## config.mk

```make
export PLATFORM = sky130hd
export DESIGN_NAME = timer_mcmp_core
export DESIGN_NICKNAME = d
export VERILOG_FILES = /design/src/rtl/timer_pkg.sv /design/src/rtl/timer_cmp_ch.sv /design/src/rtl/timer_mcmp_core.sv
export SDC_FILE = /design/constraint.sdc
export NUM_CORES = 1
export LEC_CHECK = 0
export CAP_MARGIN = 10
export CORE_ASPECT_RATIO = 2
export CORE_MARGIN = 8
export CORE_UTILIZATION = 44
export CTS_CLUSTER_DIAMETER = 80
export DETAILED_ROUTE_END_ITERATION = 16
export GPL_ROUTABILITY_DRIVEN = 0
export MAX_ROUTING_LAYER = met4
export PLACE_DENSITY_LB_ADDON = 0.05
export SYNTH_ARGS = -nofsm -noshare
export SYNTH_HDL_FRONTEND = slang
export SYNTH_HIERARCHICAL = 1
export SYNTH_SLANG_ARGS = --single-unit
export TNS_END_PERCENT = 20
```

## constraint.sdc

```tcl
create_clock -name sys_clk -period 3.5 [get_ports sys_clk]
set_clock_uncertainty 0.1 [all_clocks]
set_input_delay 0.525 -clock sys_clk [delete_from_list [all_inputs] [get_ports sys_clk]]
set_output_delay 0.525 -clock sys_clk [all_outputs]
set_load 0.01 [all_outputs]
```

## src/rtl/timer_pkg.sv

```systemverilog
// Shared constants for the multi-channel compare timer.
// Channel mode encoding matches the ch_edge input bits.
package timer_pkg;
  localparam int CNT_W_DEF  = 64;
  localparam int NUM_CH_DEF = 4;
  localparam int DIV_MAX    = 8;

  localparam logic MODE_LEVEL = 1'b0;
  localparam logic MODE_EDGE  = 1'b1;
endpackage

```

## src/rtl/timer_cmp_ch.sv

```systemverilog
// One compare channel: compare register, delayed match, sticky status and interrupt gate.
// A clear only loses to a fresh match rising; a held level match re-sets the cycle after a clear.
module timer_cmp_ch
  import timer_pkg::*;
#(
  parameter int CNT_W = CNT_W_DEF
) (
  input  logic             sys_clk,
  input  logic             sys_rst,
  input  logic [CNT_W-1:0] i_cnt,
  input  logic             i_wr_en,
  input  logic [CNT_W-1:0] i_wr_data,
  input  logic             i_ie,
  input  logic             i_edge,
  input  logic             i_clr,
  output logic [CNT_W-1:0] o_cmp,
  output logic             o_st,
  output logic             o_int
);
  logic [CNT_W-1:0] r_cmp;
  logic             r_match_d;
  logic             r_st;
  logic             w_match;
  logic             w_rise;
  logic             w_set;

  assign w_match = (i_cnt == r_cmp);
  assign w_rise  = w_match & ~r_match_d;
  assign w_set   = (i_edge == MODE_EDGE) ? w_rise : w_match;

  always_ff @(posedge sys_clk) begin
    if (sys_rst) begin
      r_cmp     <= '1;
      r_match_d <= 1'b0;
      r_st      <= 1'b0;
    end else begin
      if (i_wr_en) begin
        r_cmp <= i_wr_data;
      end
      r_match_d <= w_match;
      if (i_clr && !w_rise) begin
        r_st <= 1'b0;
      end else if (w_set) begin
        r_st <= 1'b1;
      end
    end
  end

  assign o_cmp = r_cmp;
  assign o_st  = r_st;
  assign o_int = r_st & i_ie;
endmodule

```

## src/rtl/timer_mcmp_core.sv

```systemverilog
// Free-running up-counter with 2^n prescaler, debug halt, overflow status
// and NUM_CH independent compare channels.
module timer_mcmp_core
  import timer_pkg::*;
#(
  parameter int CNT_W  = CNT_W_DEF,
  parameter int NUM_CH = NUM_CH_DEF,
  parameter int DIV_W  = 4
) (
  input  logic                    sys_clk,
  input  logic                    sys_rst,
  input  logic                    tmr_en,
  input  logic                    div_en,
  input  logic [DIV_W-1:0]        div_val,
  input  logic                    halt_req,
  output logic                    halt_ack,
  input  logic                    cnt_wr_en,
  input  logic [CNT_W-1:0]        cnt_wr_data,
  input  logic [NUM_CH-1:0]       cmp_wr_en,
  input  logic [CNT_W-1:0]        cmp_wr_data,
  input  logic [NUM_CH-1:0]       ch_ie,
  input  logic [NUM_CH-1:0]       ch_edge,
  input  logic [NUM_CH-1:0]       st_clr,
  input  logic                    ovf_ie,
  input  logic                    ovf_clr,
  output logic [CNT_W-1:0]        cnt_val,
  output logic [NUM_CH*CNT_W-1:0] cmp_val,
  output logic [NUM_CH-1:0]       int_st,
  output logic                    ovf_st,
  output logic [NUM_CH-1:0]       ch_int,
  output logic                    tim_int
);
  localparam int PRE_W = DIV_MAX;

  logic [CNT_W-1:0] r_cnt;
  logic [PRE_W-1:0] r_pre;
  logic [DIV_W-1:0] r_div_val_d;
  logic             r_halt;
  logic             r_ovf;

  logic [PRE_W-1:0] w_term;
  logic             w_div_ok;
  logic             w_div_chg;
  logic             w_pre_clr;
  logic             w_pre_hit;
  logic             w_tick;
  logic             w_wrap;

  // Terminal prescaler count 2^div_val - 1 as a thermometer mask.
  genvar gi;
  generate
    for (gi = 0; gi < PRE_W; gi++) begin : g_term
      assign w_term[gi] = (gi < int'(div_val));
    end
  endgenerate

  assign w_div_ok  = (int'(div_val) <= DIV_MAX);
  assign w_div_chg = (div_val != r_div_val_d);
  assign w_pre_clr = ~tmr_en | ~div_en | w_div_chg | cnt_wr_en;
  assign w_pre_hit = w_div_ok & ~w_div_chg & (r_pre == w_term);
  assign w_tick    = tmr_en & ~r_halt & (~div_en | w_pre_hit);
  assign w_wrap    = w_tick & ~cnt_wr_en & (r_cnt == '1);

  always_ff @(posedge sys_clk) begin
    if (sys_rst) begin
      r_pre       <= '0;
      r_div_val_d <= '0;
      r_halt      <= 1'b0;
    end else begin
      r_div_val_d <= div_val;
      r_halt      <= halt_req;
      if (w_pre_clr) begin
        r_pre <= '0;
      end else if (!r_halt && w_div_ok) begin
        r_pre <= (r_pre == w_term) ? '0 : r_pre + 1'b1;
      end
    end
  end

  always_ff @(posedge sys_clk) begin
    if (sys_rst) begin
      r_cnt <= '0;
      r_ovf <= 1'b0;
    end else begin
      if (cnt_wr_en) begin
        r_cnt <= cnt_wr_data;
      end else if (w_tick) begin
        r_cnt <= r_cnt + 1'b1;
      end
      if (w_wrap) begin
        r_ovf <= 1'b1;
      end else if (ovf_clr) begin
        r_ovf <= 1'b0;
      end
    end
  end

  generate
    for (gi = 0; gi < NUM_CH; gi++) begin : g_ch
      timer_cmp_ch #(
        .CNT_W(CNT_W)
      ) u_ch (
        .sys_clk  (sys_clk),
        .sys_rst  (sys_rst),
        .i_cnt    (r_cnt),
        .i_wr_en  (cmp_wr_en[gi]),
        .i_wr_data(cmp_wr_data),
        .i_ie     (ch_ie[gi]),
        .i_edge   (ch_edge[gi]),
        .i_clr    (st_clr[gi]),
        .o_cmp    (cmp_val[gi*CNT_W +: CNT_W]),
        .o_st     (int_st[gi]),
        .o_int    (ch_int[gi])
      );
    end
  endgenerate

  assign cnt_val  = r_cnt;
  assign ovf_st   = r_ovf;
  assign halt_ack = r_halt;
  assign tim_int  = (|ch_int) | (r_ovf & ovf_ie);
endmodule

```

# Word level (Yosys, flattened, before mapping)
# Cells that the tools add are included.
op_classes:
  addsub: 2
  mul: 0
  div_mod_pow: 0
  order_cmp: 9
  eq_ne: 7
  n_shift: 0
  n_mux: 9
  bitwise_logic: 29
  reduce_logical: 18
op_table:
  columns: ["op", "n"]
  rows:
  - ["== test 64 bit", 4]
  - ["2-to-1 mux 64 bit", 2]
  - ["adder 64 x 1 -> 64 bit, second input constant", 1]
  - ["== test 64 bit, second input constant", 1]
  - ["< comparator 3 x 4 -> 1 bit, first input constant", 4]
  - ["AND 1 bit", 15]
  - ["OR reduction 2 bit", 5]
  - ["inverter 1 bit", 9]
  - ["adder 8 x 1 -> 8 bit, second input constant", 1]
  - ["== test 8 bit", 1]
  - ["< comparator 1 x 4 -> 1 bit, first input constant", 2]
  - ["< comparator 2 x 4 -> 1 bit, first input constant", 2]
  - ["2-to-1 mux 8 bit", 1]
  - ["2-to-1 mux 1 bit", 6]
  - ["logical AND 1 bit", 5]
  - ["zero test 1 bit", 5]
  - ["OR 1 bit", 5]
  - ["<= comparator 4 bit, second input constant", 1]
  - ["inequality test 4 bit", 1]
  - ["nonzero test 2 bit", 2]
  - ["OR reduction 4 bit", 1]
word_totals:
  regBits: 342
  latch_bits: 0
  ram_bits: 0
  mem_bits_ro: 0
  input_bits: 156
  output_inout_bits: 331
  elab_cells: 91
  mem_count: 0

# Logic depth before layout (Yosys ltp)
depth:
  depth_word: 9
  depth_mapped: 9
  mapped_depth_nobuf: 7

# Modules after synthesis
# The synthesis kept the hierarchy.
modules_own_cells:
  columns: ["module", "n_inst", "cells_per_inst", "area_per_inst_um2", "seq_area_each_um2"]
  rows:
  - ["timer_cmp_ch", 4, 307, 3106.7, 1321.3]
  - ["timer_mcmp_core", 1, 561, 4508.1, 1561.5]

# Least setup slack after synthesis
# OpenSTA, ideal clock, no wires.
synth_timing:
  kind: "input port to flip-flop"
  start: "in div_val[0]"
  end: "reg r_ovf (netlist: ovf_st)"
  arrival_time_ps: 3139
  t_required_ps: 3330
  path_slack_ps: 190
  stages: 9
  path_buffers: 2
  cell_sequence: "clkbuf_1 > or3_1 > o32a_1 > or3_1 > nor4_4 > o211ai_1 > clkbuf_1 > or4_1 > a21oi_1"
synth_between:
  elab_chain_len: 9
synth_lines:
  columns: ["item", "line", "rtl"]
  rows:
  - ["start, declared", "timer_mcmp_core.sv:14", "input logic [DIV_W-1:0] div_val,"]
  - ["branches (longest 3 deep; another with < comparator 1 x 4 -> 1 bit)", null, null]
  - ["AND 1 bit (*)", "timer_mcmp_core.sv:60", "assign w_pre_hit = w_div_ok & ~w_div_chg & (r_pre == w_term);"]
  - ["OR 1 bit (*)", "timer_mcmp_core.sv:61", "assign w_tick = tmr_en & ~r_halt & (~div_en | w_pre_hit);"]
  - ["AND 1 bit (*)", "timer_mcmp_core.sv:61", null]
  - ["AND 1 bit (*) (2 in a row)", "timer_mcmp_core.sv:62", "assign w_wrap = w_tick & ~cnt_wr_en & (r_cnt == '1);"]
  - ["2-to-1 mux 1 bit or nonzero test 2 bit (tied branches)", null, null]
  - ["end signal, assigned", "timer_mcmp_core.sv:83", "r_ovf <= 1'b0;"]
  - ["end signal, assigned", "timer_mcmp_core.sv:91", "r_ovf <= 1'b1;"]
  - ["end signal, assigned", "timer_mcmp_core.sv:93", "r_ovf <= 1'b0;"]
  - ["end, declared", "timer_mcmp_core.sv:39", "logic r_ovf;"]
# Mark *: on every way between the ends.
# A chain may end at the register's enable or synchronous reset.

# Final worst setup path
layout_timing:
  start: "in div_val[2]"
  end: "reg r_cnt[53] (netlist: cnt_val[53])"
layout_between:
  elab_chain_len: 7
layout_lines:
  columns: ["item", "line", "rtl"]
  rows:
  - ["branches (longest 3 deep; another with < comparator 1 x 4 -> 1 bit)", null, null]
  - ["AND 1 bit (*)", "timer_mcmp_core.sv:60", null]
  - ["OR 1 bit (*)", "timer_mcmp_core.sv:61", null]
  - ["AND 1 bit (*)", "timer_mcmp_core.sv:61", null]
  - ["nonzero test 2 bit (no line) (*)", null, null]
  - ["end signal, assigned", "timer_mcmp_core.sv:86", "r_cnt <= cnt_wr_data;"]
  - ["end signal, assigned", "timer_mcmp_core.sv:88", "r_cnt <= r_cnt + 1'b1;"]
  - ["end, declared", "timer_mcmp_core.sv:35", "logic [CNT_W-1:0] r_cnt;"]
# Marks and branches as above.

==> metrics.md <==
| Metric | Value |
|---|---|
| R2R setup slack | 0.35 ns |
| Fraction of layout cells with a size suffix above 1 | 7.000% |
| Final nets | 2432 |
| Synth top area share | 40.43% |
| Number of synthesized register bits | 342 |
| # IOs | 487 |
| Synth Warn # | 6 |
| CP delay by family, top | simple AND/OR/NAND/NOR gates |
| Buf/Inv on CP | 3 |
| CTS Buf Count | 35 |
| DRC viols | 0 |
| VDD IR max | 0.0004807 V |
| Synth area leaders | dfxtp_1, a211o_1, xnor2_1 |
| Final setup TNS | 0 ns |
| Global-route usage over all layers | 34.88% |
| Fin. max-slew vios | 0 |
| Iter 0 DRT Violations | 1079 |
| Leakage | 8.662 nW |
| Post-synthesis mux area share | 0.2364% |
| Clk_lat worst skew | 0.55 ns |
| Cell total after placement | 2700 |
| Post-synth ARST share | 0% |
| Height of the die | 293.4 µm |
| PD cells | 446.9 mW/mm² |
| Worst-margin pin slew | 0.9956 ns |
| Final worst path period need | 3.315 ns |
| CTS sink cnt | 342 |
| Outcome | complete, no violations |
| RSZ-0062 raised after global routing | no |
| Final hold violations | 0 |
| DR vias | 16460 |
| Final setup violation count | 0 |
| Worst min path class | primary input to flop |
| Arrival time worst endpoint | 3.63 ns |
| Root Buffer Master | clkbuf_16 |
| CP endpoint kind | flop |
| Crit Path Max Fanout | 11 |
| Complex-gate fraction of the synthesized area | 20.01% |
| Post-route ant nets | 0 |
| Vias in the first global route | 16690 |
| Final cell count without fillers | 2779 |
| Worst-path clk slew | 0.07 ns |
| Most common cell in the synthesized netlist | dfxtp_1 |
| Post-synth EDFFs | 0 |
| Commonest cells in the netlist | dfxtp_1, nor2b_1, a211o_1 |
| Cell Area, Synth | 0.01693 mm² |
| Via/cell ratio | 5.922 |
| Post-CTS sizing | 0 |
| Area of the multi-input gates | 0.009580 mm² |
| CP startpoint kind | primary input |
| Critical-path cell list | clkdlybuf4s50_1 -> or3_1 -> o32a_1 -> or3_1 -> nor4_4 -> buf_4 -> o2111ai_2 -> buf_4 -> or3_1 -> a311oi_1 |
| Post-synthesis cell type count | 51 |
| Syn Nets | 1947 |
| Wire length of the first global-routing pass | 113400 µm |
| Clock buffer depth | 3 |
| Hold-fix buffers, CTS | 0 |
| # fillers | 3347 |
| Pre-CTS setup slack | -0.3127 ns |
| Worst slew margin | 33.62% |
| Worst setup margin | 0.1851 ns |
| Slowest stage cell, crit path | clkdlybuf4s50_1 |
| Adder-Cell Fraction of Synth Area | 0.1478% |
| Total setup buffers inserted after CTS | 0 |
| Die Area | 0.04540 mm² |
| Die Span X | 154.7 µm |
| Worst path max stage delay | 0.42 ns |
| Fmax | 0.3017 GHz |
| H-tree depth | 2 |
| Most used DFF post-synth | dfxtp_1 |
| Max-capacitance violation count | 0 |
| Initial antenna violation count | 17 |
| CTS tree | yes |
| Final wirelength | 79210 µm |
| Post-synthesis xor/xnor area fraction | 15.41% |
| Req. time, crit path | 3.82 ns |
| Sequential cell area | 0.006847 mm² |
| Grt total ovfl | 0 |
| DP Wirelength | 61190 µm |
| Largest net degree at the start of global routing | 187 |
| Synth Area in Simple Gates | 20.70% |
| Post-synthesis sequential area ratio | 40.43% |
| Cell taking the most area after synthesis | dfxtp_1 |
| Tcrit/Tclk final | 94.71% |
| Num rows | 101 |
| Mapped Cells | 1789 |
| CP Class | primary input to flop |
| Main combinational cell family by area after synthesis | simple AND/OR/NAND/NOR gates |
| Buffers on Ports | 486 |
| Synthesis-to-layout area growth | 40.35% |
| Core outline area | 0.03791 mm² |
| DRT Pass-1 Iters | 5 |
| Post-DR wirelength/cell | 28.50 µm |
| Starting Density | 44.67% |
| Synth Area per Inst | 9.466 µm² |
| Cell repeated most along the worst path | or3_1 |
per-layer routing:
| layer | up-vias | track usage [%] | part of all wire, % |
|---|---|---|---|
| li1 | 7472 | - | - |
| met1 | 7920 | 34.27 | 34 |
| met2 | 834 | 57.46 | 49 |
| met3 | 231 | 8.286 | 7.7 |
| met4 | 0 | 29.86 | 9.3 |
| met5 | - | - | 0 |
sequential cells by signal, summed over array words and instances, names as in the netlist:
register             count
ovf_st                   1
g_ch.u_ch/r_match_d      4
r_div_val_d              4
r_pre                    8
g_ch.u_ch/o_st           4
g_ch.u_ch/o_cmp        256
cnt_val                 64
halt_ack                 1
power by group:
group | internal (W) | switching, W
logic | 0.00115 | 0.00113
registers | 0.00416 | 0.000364
clock network | 0.00213 | 0.00169
placed cells by master (no fill, tap or decap), types with 8 or more instances in the layout:
master           Yosys  routed
o21a_1              22      22
xor2_1              71      71
buf_4                0      79
and2_1              11      11
xnor2_1            227     227
nor3_1              18      18
nor2b_1            262     262
nand2_1             53      53
nor2_1              71      69
clkbuf_16            0      36
inv_1               11      10
nand4_1             70      70
nor4_1              21      21
a311oi_1            18      18
o31ai_1              9       9
o211ai_1            14      14
clkdlybuf4s50_1      0     481
a211oi_1            11      11
or4_1               17      17
o2111ai_1           17      17
and3_1              13      13
diode_2              0      16
a211o_1            258     258
or3_1               13      13
dfxtp_1            342     342
o21ai_0             23      23
nand3_1             40      40
clkinv_2             0       8
kinds of logic (layout without fill, tap and decap cells):
group	Yosys count	count (layout)
simple gates	608	608
compound gates	405	405
flops	342	342
xor+xnor	298	298
buf+inv	130	641
mux	4	4
fa+ha+maj	2	2
other cells	0	16
metrics by stage:
step                      instance area [µm²]  util [%]  total power, W  hold slack, ns
final                                   23770     62.70         0.01062          0.3679
after global routing                    23770     62.70         0.01094          0.3767
after CTS                               23730     62.59         0.01064          0.3461
after detailed placement                22590     59.59        0.006849          0.3817
after global placement                  22590     59.59        0.006823          0.3690
after floorplan                         16940         -        0.005517          0.3989
area by class of cell:
cell class,instances,share of cell area [%]
Multi-Input combinational cell,1317,40.31
Sequential cell,342,28.80
Timing Repair Buffer,567,23.32
Clock buffer,49,4.290
Tap cell,463,2.437
Clock inverter,14,0.5001
Inverter,11,0.1737
Antenna cell,16,0.1684
worst paths after layout:
path | end | depth (start not counted) | startpoint
setup / recovery | cnt_val[53] | 10 | div_val[2]
hold / removal | g_ch[1].u_ch/o_cmp[56] | 3 | cmp_wr_en[1]
setup reg to reg | cnt_val[53] | 9 | r_pre[0]
hold reg to reg | g_ch[2].u_ch/o_st | 2 | g_ch[2].u_ch/o_st
worst register-to-register path: stages, from the launching register on:
cell and delay (ns):
dfxtp_1 0.48, or4b_2 0.62, nand4_1 0.11, o311ai_0 0.25
nor4_4 0.21, buf_4 0.21, o2111ai_2 0.17, buf_4 0.24
or3_1 0.35, a311oi_1 0.31
Note: power is estimated with default switching activity, not from simulation.
